$ cat config.mk
export PLATFORM = sky130hd
export DESIGN_NAME = regfile_writeback
export DESIGN_NICKNAME = d
export VERILOG_FILES = /design/src/rtl/rv32i_regs_pkg.sv /design/src/rtl/wb_scoreboard.sv /design/src/rtl/regfile_writeback.sv
export SDC_FILE = /design/constraint.sdc
export NUM_CORES = 1
export LEC_CHECK = 0
export ABC_AREA = 1
export ABC_CLOCK_PERIOD_IN_PS = 6100
export BUFFER_PORTS_ARGS = -buffer_cell sky130_fd_sc_hd__buf_2
export CAP_MARGIN = 10
export CORE_UTILIZATION = 40
export DETAILED_ROUTE_END_ITERATION = 10
export GPL_ROUTABILITY_DRIVEN = 0
export GPL_TIMING_DRIVEN = 1
export PLACE_DENSITY = 0.64
export SLEW_MARGIN = 20
export SYNTH_ARGS = -nofsm -noshare
export SYNTH_HDL_FRONTEND = slang
export SYNTH_SLANG_ARGS = --single-unit
export TNS_END_PERCENT = 10
$ cat constraint.sdc
create_clock -name clk -period 6.1 [get_ports clk]
set_clock_uncertainty 0.05 [all_clocks]
set_input_delay 0.305 -clock clk [delete_from_list [all_inputs] [get_ports clk]]
set_output_delay 0.305 -clock clk [all_outputs]
set_load 0.05 [all_outputs]
$ cat src/rtl/rv32i_regs_pkg.sv
// Shared register-file types for the integer writeback path.
package rv32i_regs_pkg;
  localparam int XLEN = 32;

  typedef logic [4:0] reg_addr_t;

  localparam reg_addr_t REG_ZERO = 5'd0;

  typedef struct packed {
    reg_addr_t        rd;
    logic [XLEN-1:0]  data;
  } wb_result_t;
endpackage

$ cat src/rtl/wb_scoreboard.sv
// Per-register busy scoreboard with two combinational query ports.
module wb_scoreboard
  import rv32i_regs_pkg::*;
(
  input  logic      clk,
  input  logic      rst,
  input  logic      set_ena,
  input  reg_addr_t set_addr,
  input  logic      clr_ena,
  input  reg_addr_t clr_addr,
  input  reg_addr_t rs1,
  input  reg_addr_t rs2,
  output logic      rs1_busy,
  output logic      rs2_busy
);
  logic [31:0] busy;

  // The set is written last so it overrides a clear of the same register.
  always_ff @(posedge clk or posedge rst) begin
    if (rst) begin
      busy <= '0;
    end else begin
      if (clr_ena)
        busy[clr_addr] <= 1'b0;
      if (set_ena && set_addr != REG_ZERO)
        busy[set_addr] <= 1'b1;
    end
  end

  assign rs1_busy = busy[rs1];
  assign rs2_busy = busy[rs2];
endmodule

$ cat src/rtl/regfile_writeback.sv
// Merges ALU and LSU results onto the single register-file write port and tracks busy registers.
// Optional write-stage operand bypass is enabled by defining WB_BYPASS_EN.
module regfile_writeback #(
  parameter int XLEN  = 32,
  parameter int CNT_W = 16
) (
  input  logic             clk,
  input  logic             rst,
  input  logic             issue_valid,
  input  logic [4:0]       issue_rd,
  input  logic             alu_valid,
  input  logic [4:0]       alu_rd,
  input  logic [XLEN-1:0]  alu_data,
  input  logic             lsu_valid,
  output logic             lsu_ready,
  input  logic [4:0]       lsu_rd,
  input  logic [XLEN-1:0]  lsu_data,
  output logic             wr_ena,
  output logic [4:0]       wr_addr,
  output logic [XLEN-1:0]  wr_data,
  input  logic [4:0]       rs1,
  input  logic [4:0]       rs2,
  output logic             rs1_busy,
  output logic             rs2_busy,
  output logic             rs1_fwd_hit,
  output logic [XLEN-1:0]  rs1_fwd_data,
  output logic             rs2_fwd_hit,
  output logic [XLEN-1:0]  rs2_fwd_data,
  output logic [CNT_W-1:0] wb_count
);
  import rv32i_regs_pkg::*;

  logic       hold_vld;
  wb_result_t hold_q;
  logic       hold_nxt_vld;
  wb_result_t hold_nxt;
  logic       sel_vld;
  wb_result_t sel;
  logic       wr_nxt;
  logic       lsu_acc;
  logic       rs1_busy_raw;
  logic       rs2_busy_raw;

  assign lsu_ready = !hold_vld;
  assign lsu_acc   = lsu_valid && !hold_vld;

  // ALU always wins; a queued or same-cycle load to the same rd is older and is dropped.
  always_comb begin
    sel_vld      = 1'b0;
    sel          = '0;
    hold_nxt_vld = hold_vld;
    hold_nxt     = hold_q;
    if (alu_valid) begin
      sel_vld = 1'b1;
      sel     = '{rd: alu_rd, data: alu_data};
      if (hold_vld && hold_q.rd == alu_rd)
        hold_nxt_vld = 1'b0;
      if (lsu_acc && lsu_rd != alu_rd) begin
        hold_nxt_vld = 1'b1;
        hold_nxt     = '{rd: lsu_rd, data: lsu_data};
      end
    end else if (hold_vld) begin
      sel_vld      = 1'b1;
      sel          = hold_q;
      hold_nxt_vld = 1'b0;
    end else if (lsu_acc) begin
      sel_vld = 1'b1;
      sel     = '{rd: lsu_rd, data: lsu_data};
    end
  end

  assign wr_nxt = sel_vld && sel.rd != REG_ZERO;

  always_ff @(posedge clk or posedge rst) begin
    if (rst) begin
      hold_vld <= 1'b0;
      hold_q   <= '0;
      wr_ena   <= 1'b0;
      wr_addr  <= '0;
      wr_data  <= '0;
      wb_count <= '0;
    end else begin
      hold_vld <= hold_nxt_vld;
      hold_q   <= hold_nxt;
      wr_ena   <= wr_nxt;
      if (wr_nxt) begin
        wr_addr  <= sel.rd;
        wr_data  <= sel.data;
        wb_count <= wb_count + CNT_W'(1);
      end
    end
  end

  wb_scoreboard u_scoreboard (
    .clk      (clk),
    .rst      (rst),
    .set_ena  (issue_valid),
    .set_addr (issue_rd),
    .clr_ena  (wr_nxt),
    .clr_addr (sel.rd),
    .rs1      (rs1),
    .rs2      (rs2),
    .rs1_busy (rs1_busy_raw),
    .rs2_busy (rs2_busy_raw)
  );

`ifdef WB_BYPASS_EN
  assign rs1_fwd_hit  = wr_ena && wr_addr == rs1 && rs1 != REG_ZERO;
  assign rs2_fwd_hit  = wr_ena && wr_addr == rs2 && rs2 != REG_ZERO;
  assign rs1_fwd_data = rs1_fwd_hit ? wr_data : '0;
  assign rs2_fwd_data = rs2_fwd_hit ? wr_data : '0;
  assign rs1_busy     = rs1_busy_raw && !rs1_fwd_hit;
  assign rs2_busy     = rs2_busy_raw && !rs2_fwd_hit;
`else
  assign rs1_fwd_hit  = 1'b0;
  assign rs2_fwd_hit  = 1'b0;
  assign rs1_fwd_data = '0;
  assign rs2_fwd_data = '0;
  assign rs1_busy     = rs1_busy_raw;
  assign rs2_busy     = rs2_busy_raw;
`endif
endmodule

==> results of run 1 <==
registers in the layout, indices dropped and copies added, names as in the netlist:
name	flops
wr_addr	5
wb_count	16
u_scoreboard.busy	32
wr_data	32
wr_ena	1
hold_vld	1
hold_q	37
worst register-to-register path: stages (launching register included):
cell	delay (ns)
dfrtp_1	0.35
buf_4	0.28
nor2_4	0.73
nand2_1	0.11
nand2_1	0.12
nand2_2	0.19
nand3b_4	0.51
nand2_1	0.13
nand2_1	0.10
synthesized netlist by cell type (2+ instances only):
library cell	instances	area share
nand2_1	488	0.25
dfrtp_1	124	0.42
nand3_1	104	0.070
a21oi_1	69	0.047
buf_4	68	0.069
nor2_1	62	0.031
inv_1	35	0.018
clkbuf_1	23	0.012
xor2_1	15	0.018
nor3_1	13	0.0088
o21ai_0	12	0.0081
buf_2	9	0.0061
buf_6	8	0.012
nand2_2	6	0.0051
xnor2_1	5	0.0059
buf_1	4	0.0020
a21oi_2	2	0.0024
inv_2	2	0.0010
layout make-up:
type	count	area [um2]
multi-input combinational	852	3650
clock inverter	13	214
tap	229	287
fill	1880	9380
timing repair buffer	155	788
antenna	2	5.00
sequential	124	3100
clock buffer	19	453
inverter	38	146
logic make-up (layout without fill, tap and decap cells):
| logic type | count (synthesis) | after routing | share of synthesized area |
|---|---|---|---|
| xor+xnor | 20 | 20 | 0.0237 |
| fa+ha+maj | 1 | 1 | 0.00169 |
| buf+inv | 150 | 225 | 0.120 |
| compound gates | 84 | 84 | 0.0582 |
| flops | 124 | 124 | 0.419 |
| simple gates | 681 | 681 | 0.376 |
| other cells | 1 | 68 | 0.000507 |
worst paths after layout:
check                           cells past startpoint              endpoint  slack, ns
worst max-delay path                                8            wr_data[9]       3.38
worst min-delay path                                2            wr_addr[1]     -0.004
worst max register to register                      8           wr_data[10]       3.49
worst min register to register                      0  u_scoreboard.busy[0]       0.35
max in group asynchronous                           3            hold_q[33]       4.70
min in group clk                                    3             hold_q[9]       0.08
per-stage QoR:
stage	area [um2]	setup slack [ns]	hold WS (ns)
6_report	8650	3.38	-0.00449
5_1_grt	8650	3.04	0.0620
4_1_cts	8640	3.33	0.0143
3_5_place_dp	7980	2.89	0.342
3_3_place_gp	7980	2.96	0.348
2_1_floorplan	7640	2.45	0.392
routing by layer:
metal | GRT usage | share of wire | vias to the layer above
li1 | - | - | 3470
met1 | 0.296 | 0.46 | 3048
met2 | 0.316 | 0.45 | 248
met3 | 0.0610 | 0.073 | 28
met4 | 0.0711 | 0.017 | 2
met5 | 0 | 0.00041 | -
power by group:
part           total [mW]  internal (mW)  switching, mW
clock                1.13          0.750          0.384
combinational       0.884          0.233          0.651
sequential           1.16           1.00          0.157
==> out/metrics.cfg, run 1 <==
[status]
status = finished with violations
violations = negative hold slack

[sta]
fmax_ghz = 0.367
holdWs_ns = -0.00449
fin_crit_sh = 0.446
min_period_ns = 2.72
worst_slew_pin_slew_ns = 1.14
rsz0062_at_grt = no
setup-violations-final = 0
finalHoldViolCount = 3
fin_tns_setup_ns = 0
slew_violations = 0
slew-limit-headroom = 0.234

[floorplan]
io_pins = 217
fp.dieH_um = 138
fp-row-count = 49
die_area_mm2 = 0.0190
initial_core_util = 0.410
core_area_mm2 = 0.0180
die_w_um = 138

[detailed_routing]
wl_per_cell_um = 13.5
via_per_inst = 4.75
via_count = 6796
firstDrtPassIters = 5
drt_iter0_drc = 434
drt-total-wl_um = 19400
drtAntennaViolNets = 0
drc = 0

[worst_setup_path]
cp.arrival_ns = 3.03
reg2reg_from = hold_vld
path_max_fanout = 53
crit_slowest_cell = buf_2
crit_top_cell = nand2_1
required_ns = 6.40
critPathTopFamily = simple AND/OR/NAND/NOR gates
crit_path_cell_trace = buf_2 -> inv_2 -> or2_1 -> nand2_2 -> nand3_4 -> nor2_8 -> nand2_1 -> nand2_1
critPathKind = input pin to flip-flop
endpoint_kind = flip-flop
cp_slowest_stage_delay_ns = 0.61
cp-startpoint = alu_valid
start_kind = input pin
cp_num_buf_inv = 2

[power_and_ir_drop]
p_leak_nw = 4.68
p_per_area_mw_per_mm2 = 367
total_power_mw = 3.18
peakVddDrop_uv = 222

[run]
maxCapViolations = 0

[synth]
async_flop_share = 1.00
synth_cells = 1061
yosys_most_used_dff = dfrtp_1
synth_warnings = 0
synth-seq-cells = 124
ys_types = 30
syn_avg_cell_area_um2 = 6.97
synth_edf_count = 0
ys_seq_area_frac = 0.419
synth_area_mm2 = 0.00740

[clock_tree]
numCtsBuffers = 17
cts_tree = yes
postCtsSetupBuffers = 0
cts_hold_buf = 0
clk_latency_ns = 0.41
clk_pin_slew_ns = 0.06
clock-sinks = 124
root_buffer = clkbuf_16
cts_resized = 0
cts.path.max_buffers = 2
cts_max_level = 4

[final_layout]
stdcell_count = 1432
layout_commonest_cell = nand2_1
most-common-layout-cells = nand2_1, buf_2, dfrtp_1, nand3_1, a21oi_1
drive_above_1_share = 0.171
fin_util = 0.480
area_delta_synth_final_pct = 16.9
fin_nets = 1283

[global_route]
grt_pass1_wl_um = 32700
gr-usage-all-layers = 0.213
grt_max_degree = 64
antenna_found_initial = 4
grt_overflow = 0
first_global_vias = 6378

[placement]
post-dp-hpwl_um = 13400
place.port_buffers = 150
place_inst = 1398

[min_path]
hp-class = input pin to async pin

Note: power is estimated with default switching activity, not from simulation.
==> run 2: changes to the inputs <==
--- a/config.mk
+++ b/config.mk
@@ -6,7 +6,7 @@
 export NUM_CORES = 1
 export LEC_CHECK = 0
 export ABC_AREA = 1
-export ABC_CLOCK_PERIOD_IN_PS = 6100
+export ABC_CLOCK_PERIOD_IN_PS = 2900
 export BUFFER_PORTS_ARGS = -buffer_cell sky130_fd_sc_hd__buf_2
 export CAP_MARGIN = 10
 export CORE_UTILIZATION = 40
==> constraint.sdc (replaced) <==
create_clock -name clk -period 2.9 [get_ports clk]
set_clock_uncertainty 0.05 [all_clocks]
set_input_delay 0.145 -clock clk [delete_from_list [all_inputs] [get_ports clk]]
set_output_delay 0.145 -clock clk [all_outputs]
set_load 0.05 [all_outputs]
==> run 2 against run 1 <==
The flow now finishes without violations. Cell area up 4.6%. Non-clock buffer count up 45. Clock power up 88%. First-iteration DRC count down 0.46%. Wire length up 6.6%. Global-route usage up 0.64 points. Worst setup slack worse by 2.8 ns. Via count up 5.6%. Critical path type is now flip-flop to flip-flop. Largest power group unchanged. Highest routed layer is now met4.
==> out/metrics.cfg, run 2 (same netlist as run 1, synthesis figures left out) <==
[sta]
slew-limit-headroom = 0.292  ; +0.0589
slew_violations = 0  ; unchanged
fin_tns_setup_ns = 0  ; unchanged
fin_crit_sh = 0.795
worst_slew_pin_slew_ns = 1.05  ; -0.0876 ns
rsz0062_at_grt = no
min_period_ns = 2.30
finalHoldViolCount = 0  ; -3
fmax_ghz = 0.434
setup-violations-final = 0  ; unchanged

[clock_tree]
clk_latency_ns = 0.42  ; about the same
cts_tree = yes
numCtsBuffers = 17  ; unchanged
root_buffer = clkbuf_16
postCtsSetupBuffers = 0  ; unchanged
cts_resized = 0  ; unchanged
cts_hold_buf = 38  ; +38
cts_max_level = 4  ; unchanged
clock-sinks = 124  ; unchanged
clk_pin_slew_ns = 0.06  ; about the same
cts.path.max_buffers = 2  ; unchanged

[final_layout]
fill_cells = 1808  ; -3.8%
area_delta_synth_final_pct = 22.3
reg.largest.list = hold_q (37), u_scoreboard.busy (32), wr_data (32)
largest_reg_flops = 37  ; unchanged
regMostFlops = hold_q
most-common-layout-cells = nand2_1, buf_2, dfrtp_1, nand3_1, a21oi_1
layout_commonest_cell = nand2_1
fin_util = 0.502  ; +0.0223
drive_above_1_share = 0.170  ; -0.000547
stdcell_count = 1477  ; +3.1%
fin_nets = 1328  ; +3.5%
postLayoutCellArea_mm2 = 0.00905  ; +4.6%

[placement]
placed_area_mm2 = 0.00807  ; +1.1%
place_inst = 1405  ; +0.50%
post-dp-hpwl_um = 14100  ; +5.3%
place.port_buffers = 150  ; unchanged

[detailed_routing]
drtAntennaViolNets = 0  ; unchanged
drc = 0  ; unchanged
wl_per_cell_um = 14.0  ; +3.4%
drt-total-wl_um = 20600  ; +6.6%
via_count = 7178  ; +5.6%
drt_iter0_drc = 432  ; -0.46%
via_per_inst = 4.86  ; +2.4%
firstDrtPassIters = 5  ; unchanged

[worst_setup_path]
crit_top_cell = nand2_1
rrSetupSlack_ns = 0.60  ; -2.89 ns
crit_slowest_cell = dfrtp_1
path_max_fanout = 34  ; -36%
cp_num_buf_inv = 1  ; -1
crit_path_cell_trace = a21oi_1 -> nand2_1 -> nand2_2 -> nand3_4 -> nor2_8 -> buf_4 -> nand2_1 -> nand2_1
start_kind = flip-flop
endpoint_kind = flip-flop
critPathKind = flip-flop to flip-flop
required_ns = 3.21  ; -3.19 ns
critPathTopFamily = simple AND/OR/NAND/NOR gates
cp_slowest_stage_delay_ns = 0.54  ; -0.07 ns
cp.arrival_ns = 2.61  ; -0.42 ns

[floorplan]
initial_core_util = 0.410  ; unchanged
core_area_mm2 = 0.0180  ; unchanged
die_w_um = 138  ; unchanged
fp.dieH_um = 138  ; unchanged
io_pins = 217  ; unchanged
die_area_mm2 = 0.0190  ; unchanged
fp-row-count = 49  ; unchanged

[global_route]
first_global_vias = 6616  ; +3.7%
antenna_found_initial = 2  ; -2
grt_max_degree = 51  ; -20%
gr-usage-all-layers = 0.219  ; +0.00644
grt_overflow = 0  ; unchanged
grt_pass1_wl_um = 33600  ; +2.9%

[power_and_ir_drop]
peakVddDrop_uv = 459  ; +110%
p_leak_nw = 4.85  ; +3.8%
p_per_area_mw_per_mm2 = 719  ; +96%
total_power_mw = 6.51  ; +110%

[min_path]
hp-class = input pin to flip-flop

[status]
status = completed

[run]
maxCapViolations = 0  ; unchanged

[run 2: cell count changes in the layout (fill, tap and decap cells not counted)]
cell | before | now
dlygate4sd3_1 | 0 | 38
buf_4 | 5 | 9
clkinv_2 | 2 | 6
buf_12 | 0 | 3
bufinv_16 | 5 | 2
clkinv_4 | 4 | 1
clkbuf_8 | 2 | 4
clkinvlp_4 | 2 | 4
inv_4 | 1 | 0
inv_6 | 1 | 0
[run 2: layout make-up]
type,instances,area [um2],area share
Sequential cell,124,3100,0.343
Timing Repair Buffer,200,1260,0.139
Tap cell,229,287,0.0317
Clock inverter,11,116,0.0129
Antenna cell,2,5.00,0.000553
Inverter,38,148,0.0163
Multi-Input combinational cell,852,3650,0.404
Clock buffer,21,480,0.0531
[run 2: final timing paths]
kind | cells past startpoint | from | endpoint
worst max-delay path | 8 | hold_vld | wr_data[28]
worst min-delay path | 5 | alu_data[23] | wr_data[23]
worst max register to register | 8 | hold_vld | wr_data[28]
worst min register to register | 0 | u_scoreboard.busy[0] | u_scoreboard.busy[0]
max in group asynchronous | 4 | rst | wr_data[28]
min in group asynchronous | 3 | rst | wr_data[1]
[run 2: per-layer routing]
layer,vias to the layer above,track usage,share of wire
met5,-,0,0
met4,0,0.0839,0.021
met3,31,0.0464,0.057
met2,266,0.347,0.47
met1,3324,0.293,0.45
li1,3557,-,-
[run 2: per-stage QoR]
stage / setup slack, ns / hold WS (ns)
after global placement: 0.639 / 0.268
after CTS: 0.549 / 0.00870
after floorplan: 1.16 / 0.240
after global routing: 0.394 / 0.0286
after detailed placement: 0.573 / 0.279
final: 0.595 / 0.0207
[run 2: tightest hold or removal path, cell delays in order]
cell and delay, ns:
buf_2 0.08, nor2_1 0.03, a21oi_1 0.10, nand2_1 0.06, nand2_1 0.05
[run 2: where the power goes]
part / leakage (nW) / switching (mW) / internal [mW] / total [mW]
Clock: 0.291 / 0.786 / 1.35 / 2.13
Combinational: 3.03 / 1.40 / 0.537 / 1.93
Sequential: 1.54 / 0.336 / 2.11 / 2.44
Total: 4.85 / 2.52 / 3.99 / 6.51
==> run 3: changes to the inputs <==
--- a/config.mk
+++ b/config.mk
@@ -5,15 +5,15 @@
 export SDC_FILE = /design/constraint.sdc
 export NUM_CORES = 1
 export LEC_CHECK = 0
-export ABC_AREA = 1
-export ABC_CLOCK_PERIOD_IN_PS = 2900
+export ABC_AREA = 0
+export ABC_CLOCK_PERIOD_IN_PS = 2100
 export BUFFER_PORTS_ARGS = -buffer_cell sky130_fd_sc_hd__buf_2
 export CAP_MARGIN = 10
 export CORE_UTILIZATION = 40
 export DETAILED_ROUTE_END_ITERATION = 10
 export GPL_ROUTABILITY_DRIVEN = 0
 export GPL_TIMING_DRIVEN = 1
-export PLACE_DENSITY = 0.64
+export PLACE_DENSITY = 0.67
 export SLEW_MARGIN = 20
 export SYNTH_ARGS = -nofsm -noshare
 export SYNTH_HDL_FRONTEND = slang
==> constraint.sdc (replaced) <==
create_clock -name clk -period 2.1 [get_ports clk]
set_clock_uncertainty 0.05 [all_clocks]
set_input_delay 0.105 -clock clk [delete_from_list [all_inputs] [get_ports clk]]
set_output_delay 0.105 -clock clk [all_outputs]
set_load 0.05 [all_outputs]
==> run 3 against run 2 <==
Worst hold slack lost 0.0086 ns. Register-to-register slack lost 0.53 ns. Non-clock buffer count grew 46. Sequential cell count unchanged. Combinational power grew 56%. The run now ends with negative setup slack left. Worst setup slack worse by 0.85 ns.
==> out/metrics.cfg, run 3 <==
[final_layout]
reg.largest.list = hold_q (37), u_scoreboard.busy (32), wr_data (32)
stdcell_count = 1090  ; -26%
drive_above_1_share = 0.369  ; +0.199
fin_nets = 952  ; -28%
antennaDiodeCount = 0  ; -2
fin_util = 0.548  ; +0.0463
layout_commonest_cell = buf_2
area_delta_synth_final_pct = 32.0
most-common-layout-cells = buf_2, dfrtp_1, o21ai_0, conb_1, dlygate4sd3_1
largest_reg_flops = 37  ; unchanged
regMostFlops = hold_q

[worst_setup_path]
cp_num_buf_inv = 1  ; unchanged
crit_slowest_cell = mux4_2
start_kind = flip-flop
crit_top_cell = mux4_2
critPathTopFamily = multiplexers
crit_path_cell_trace = mux4_2 -> mux4_2 -> mux2_4 -> buf_8
path_max_fanout = 3  ; -91%
required_ns = 1.95  ; -1.26 ns
cp.arrival_ns = 2.20  ; -0.41 ns
cp_slowest_stage_delay_ns = 0.49  ; -0.05 ns
critPathKind = flip-flop to output port
reg2reg_depth = 8  ; unchanged
endpoint_kind = output port
critical_path_depth = 4  ; -4

[detailed_routing]
firstDrtPassIters = 7  ; +2
drt_iter0_drc = 288  ; -33%
wl_per_cell_um = 17.2  ; +23%
via_count = 5607  ; -22%
via_per_inst = 5.14  ; +5.8%
drc = 0  ; unchanged
drt-total-wl_um = 18800  ; -8.9%
drtAntennaViolNets = 0  ; unchanged

[floorplan]
fp-row-count = 47  ; -4.1%
io_pins = 217  ; unchanged
die_area_mm2 = 0.0179  ; -5.8%
initial_core_util = 0.415  ; +0.00492
core_area_mm2 = 0.0168  ; -7.0%
fp.dieH_um = 134  ; -3.0%
die_w_um = 134  ; -3.0%

[sta]
finalHoldViolCount = 0  ; unchanged
setup_ws_ns = -0.250  ; -0.846 ns
fin_crit_sh = 1.12
fin_tns_setup_ns = -0.495  ; -0.495 ns
min_period_ns = 2.35
setup-violations-final = 2  ; +2
fmax_ghz = 0.425
rsz0062_at_grt = yes
slew_violations = 0  ; unchanged

[global_route]
grt_pass1_wl_um = 29300  ; -13%
gr-usage-all-layers = 0.212  ; -0.00745
grt_max_degree = 49  ; -3.9%
grt_overflow = 0  ; unchanged
first_global_vias = 5610  ; -15%
antenna_found_initial = 1  ; -1

[synth]
synth_cells = 627  ; -41%
synth_area_mm2 = 0.00696  ; -5.9%
synth_area_leaders = dfrtp_1, buf_4, mux2_2, o21ai_0, mux4_2
async_flop_share = 1.00  ; unchanged
synth.top_cell.area_share = 0.446  ; +0.0263
ys_types = 38  ; +27%
synth_edf_count = 0  ; unchanged
synth_common_cells = dfrtp_1, o21ai_0, buf_4, mux2_2, a21oi_1
synth_top_cell_by_area = dfrtp_1
synth_simple_gate_area_frac = 0.0980  ; -0.278
synth-compound-area-share = 0.125  ; +0.0664
syn_avg_cell_area_um2 = 11.1  ; +59%
synthAdderAreaFrac = 0.00180  ; +0.000106
yosys_most_used_dff = dfrtp_1
synth_xor_area_frac = 0.0315  ; +0.00778
synth_top_family_by_area = multiplexers
ys_seq_area_frac = 0.446  ; +0.0263
yosysMostFrequentCell = dfrtp_1
synth-seq-cells = 124  ; unchanged
synth_mux_area_frac = 0.197  ; +0.197
synth_warnings = 0  ; unchanged

[clock_tree]
root_buffer = clkbuf_16
clock-sinks = 124  ; unchanged
cts_max_level = 4  ; unchanged
clk_latency_ns = 0.41  ; about the same
numCtsBuffers = 17  ; unchanged
clk_pin_slew_ns = 0.06  ; about the same
cts_tree = yes
cts.path.max_buffers = 2  ; unchanged

[run]
maxCapViolations = 0  ; unchanged

[min_path]
holdPathStages = 4  ; -1
hp-class = input pin to flip-flop

[placement]
place.port_buffers = 150  ; unchanged
post-dp-hpwl_um = 12200  ; -14%
place_inst = 986  ; -30%

[power_and_ir_drop]
p_leak_nw = 4.33  ; -11%
peakVddDrop_uv = 904  ; +97%
p_per_area_mw_per_mm2 = 1000  ; +40%

[status]
status = finished with violations
violations = negative setup slack

run 3: cell count changes after synthesis, moves of 13 or more:
cell / delta
a21oi_1: -31
and3_1: +34
inv_1: -32
mux2_2: +43
mux2_4: +29
mux4_2: +20
nand2_1: -452
nand3_1: -97
nand3b_1: +13
nor2_1: -59
o21ai_0: +83
xnor2_1: +13
run 3: per-stage QoR:
| step | hold slack (ns) | power (mW) | worst slack (ns) | cell area [um2] |
|---|---|---|---|---|
| after floorplan | 0.207 | 5.59 | 0.0115 | 7210 |
| after detailed placement | 0.0861 | 6.26 | -0.188 | 7820 |
| after CTS | 0.00280 | 9.23 | -0.271 | 9060 |
| after global routing | 0.0133 | 9.67 | -0.314 | 9190 |
| final | 0.0121 | 9.23 | -0.250 | 9190 |
| after global placement | 0.0887 | 6.18 | -0.153 | 7820 |
run 3: repair_timing:
action | 4_1_cts | 5_1_grt
pin swaps | 0 | 1
setup endpoints to repair | 34 | 47
resized for setup | 12 | 10
hold buffers | 64 | 0
gates cloned | 0 | 2
hold endpoints to repair | 89 | 0
setup buffers | 0 | 6
run 3: path summary, 6_finish.rpt:
check / from / to / slack, ns
max reg2reg: hold_vld / wr_data[22] / 0.07
max: u_scoreboard.busy[3] / rs1_busy / -0.25
min reg2reg: u_scoreboard.busy[0] / u_scoreboard.busy[0] / 0.34
min: alu_data[17] / wr_data[17] / 0.01
min in group asynchronous: rst / hold_q[20] / 0.20
max in group asynchronous: rst / wr_data[11] / 1.23
run 3: kinds of logic (layout without fill, tap and decap cells):
logic type / count (synthesis) / in the layout
xor+xnor: 25 / 25
buf+inv: 106 / 284
simple gates: 121 / 121
other cells: 1 / 66
flops: 124 / 124
mux: 92 / 92
compound gates: 157 / 157
fa+ha+maj: 1 / 1
run 3: worst register-to-register path: stages, from the launching register on:
cell       delay [ns]
dfrtp_2          0.43
buf_4            0.16
nand3b_1         0.12
a21oi_2          0.06
or3_4            0.42
nor2_8           0.15
buf_12           0.14
clkinv_16        0.08
mux2_4           0.31
run 3: power by group:
group	total [mW]	switching, mW	internal [mW]
logic	3.02	1.81	1.21
registers	3.41	0.457	2.95
clock network	2.80	1.03	1.77
total	9.23	3.31	5.93
run 3: area by class of cell:
cell class | instances | area, um2
clock buffer | 24 | 462
tap | 220 | 275
sequential | 124 | 3100
inverter | 4 | 45.0
timing repair inverter | 2 | 22.5
multi-input combinational | 462 | 3430
clock inverter | 8 | 92.6
fill | 1462 | 7570
timing repair buffer | 246 | 1760
run 3: metal layers:
layer	up-vias	share of wire	wire length, um	GRT usage
met5	-	0.00069	13	0
met4	2	0.023	436	0.0884
met3	36	0.055	1030	0.0540
met2	203	0.50	9430	0.354
met1	2769	0.42	7890	0.259
li1	2597	-	-	-
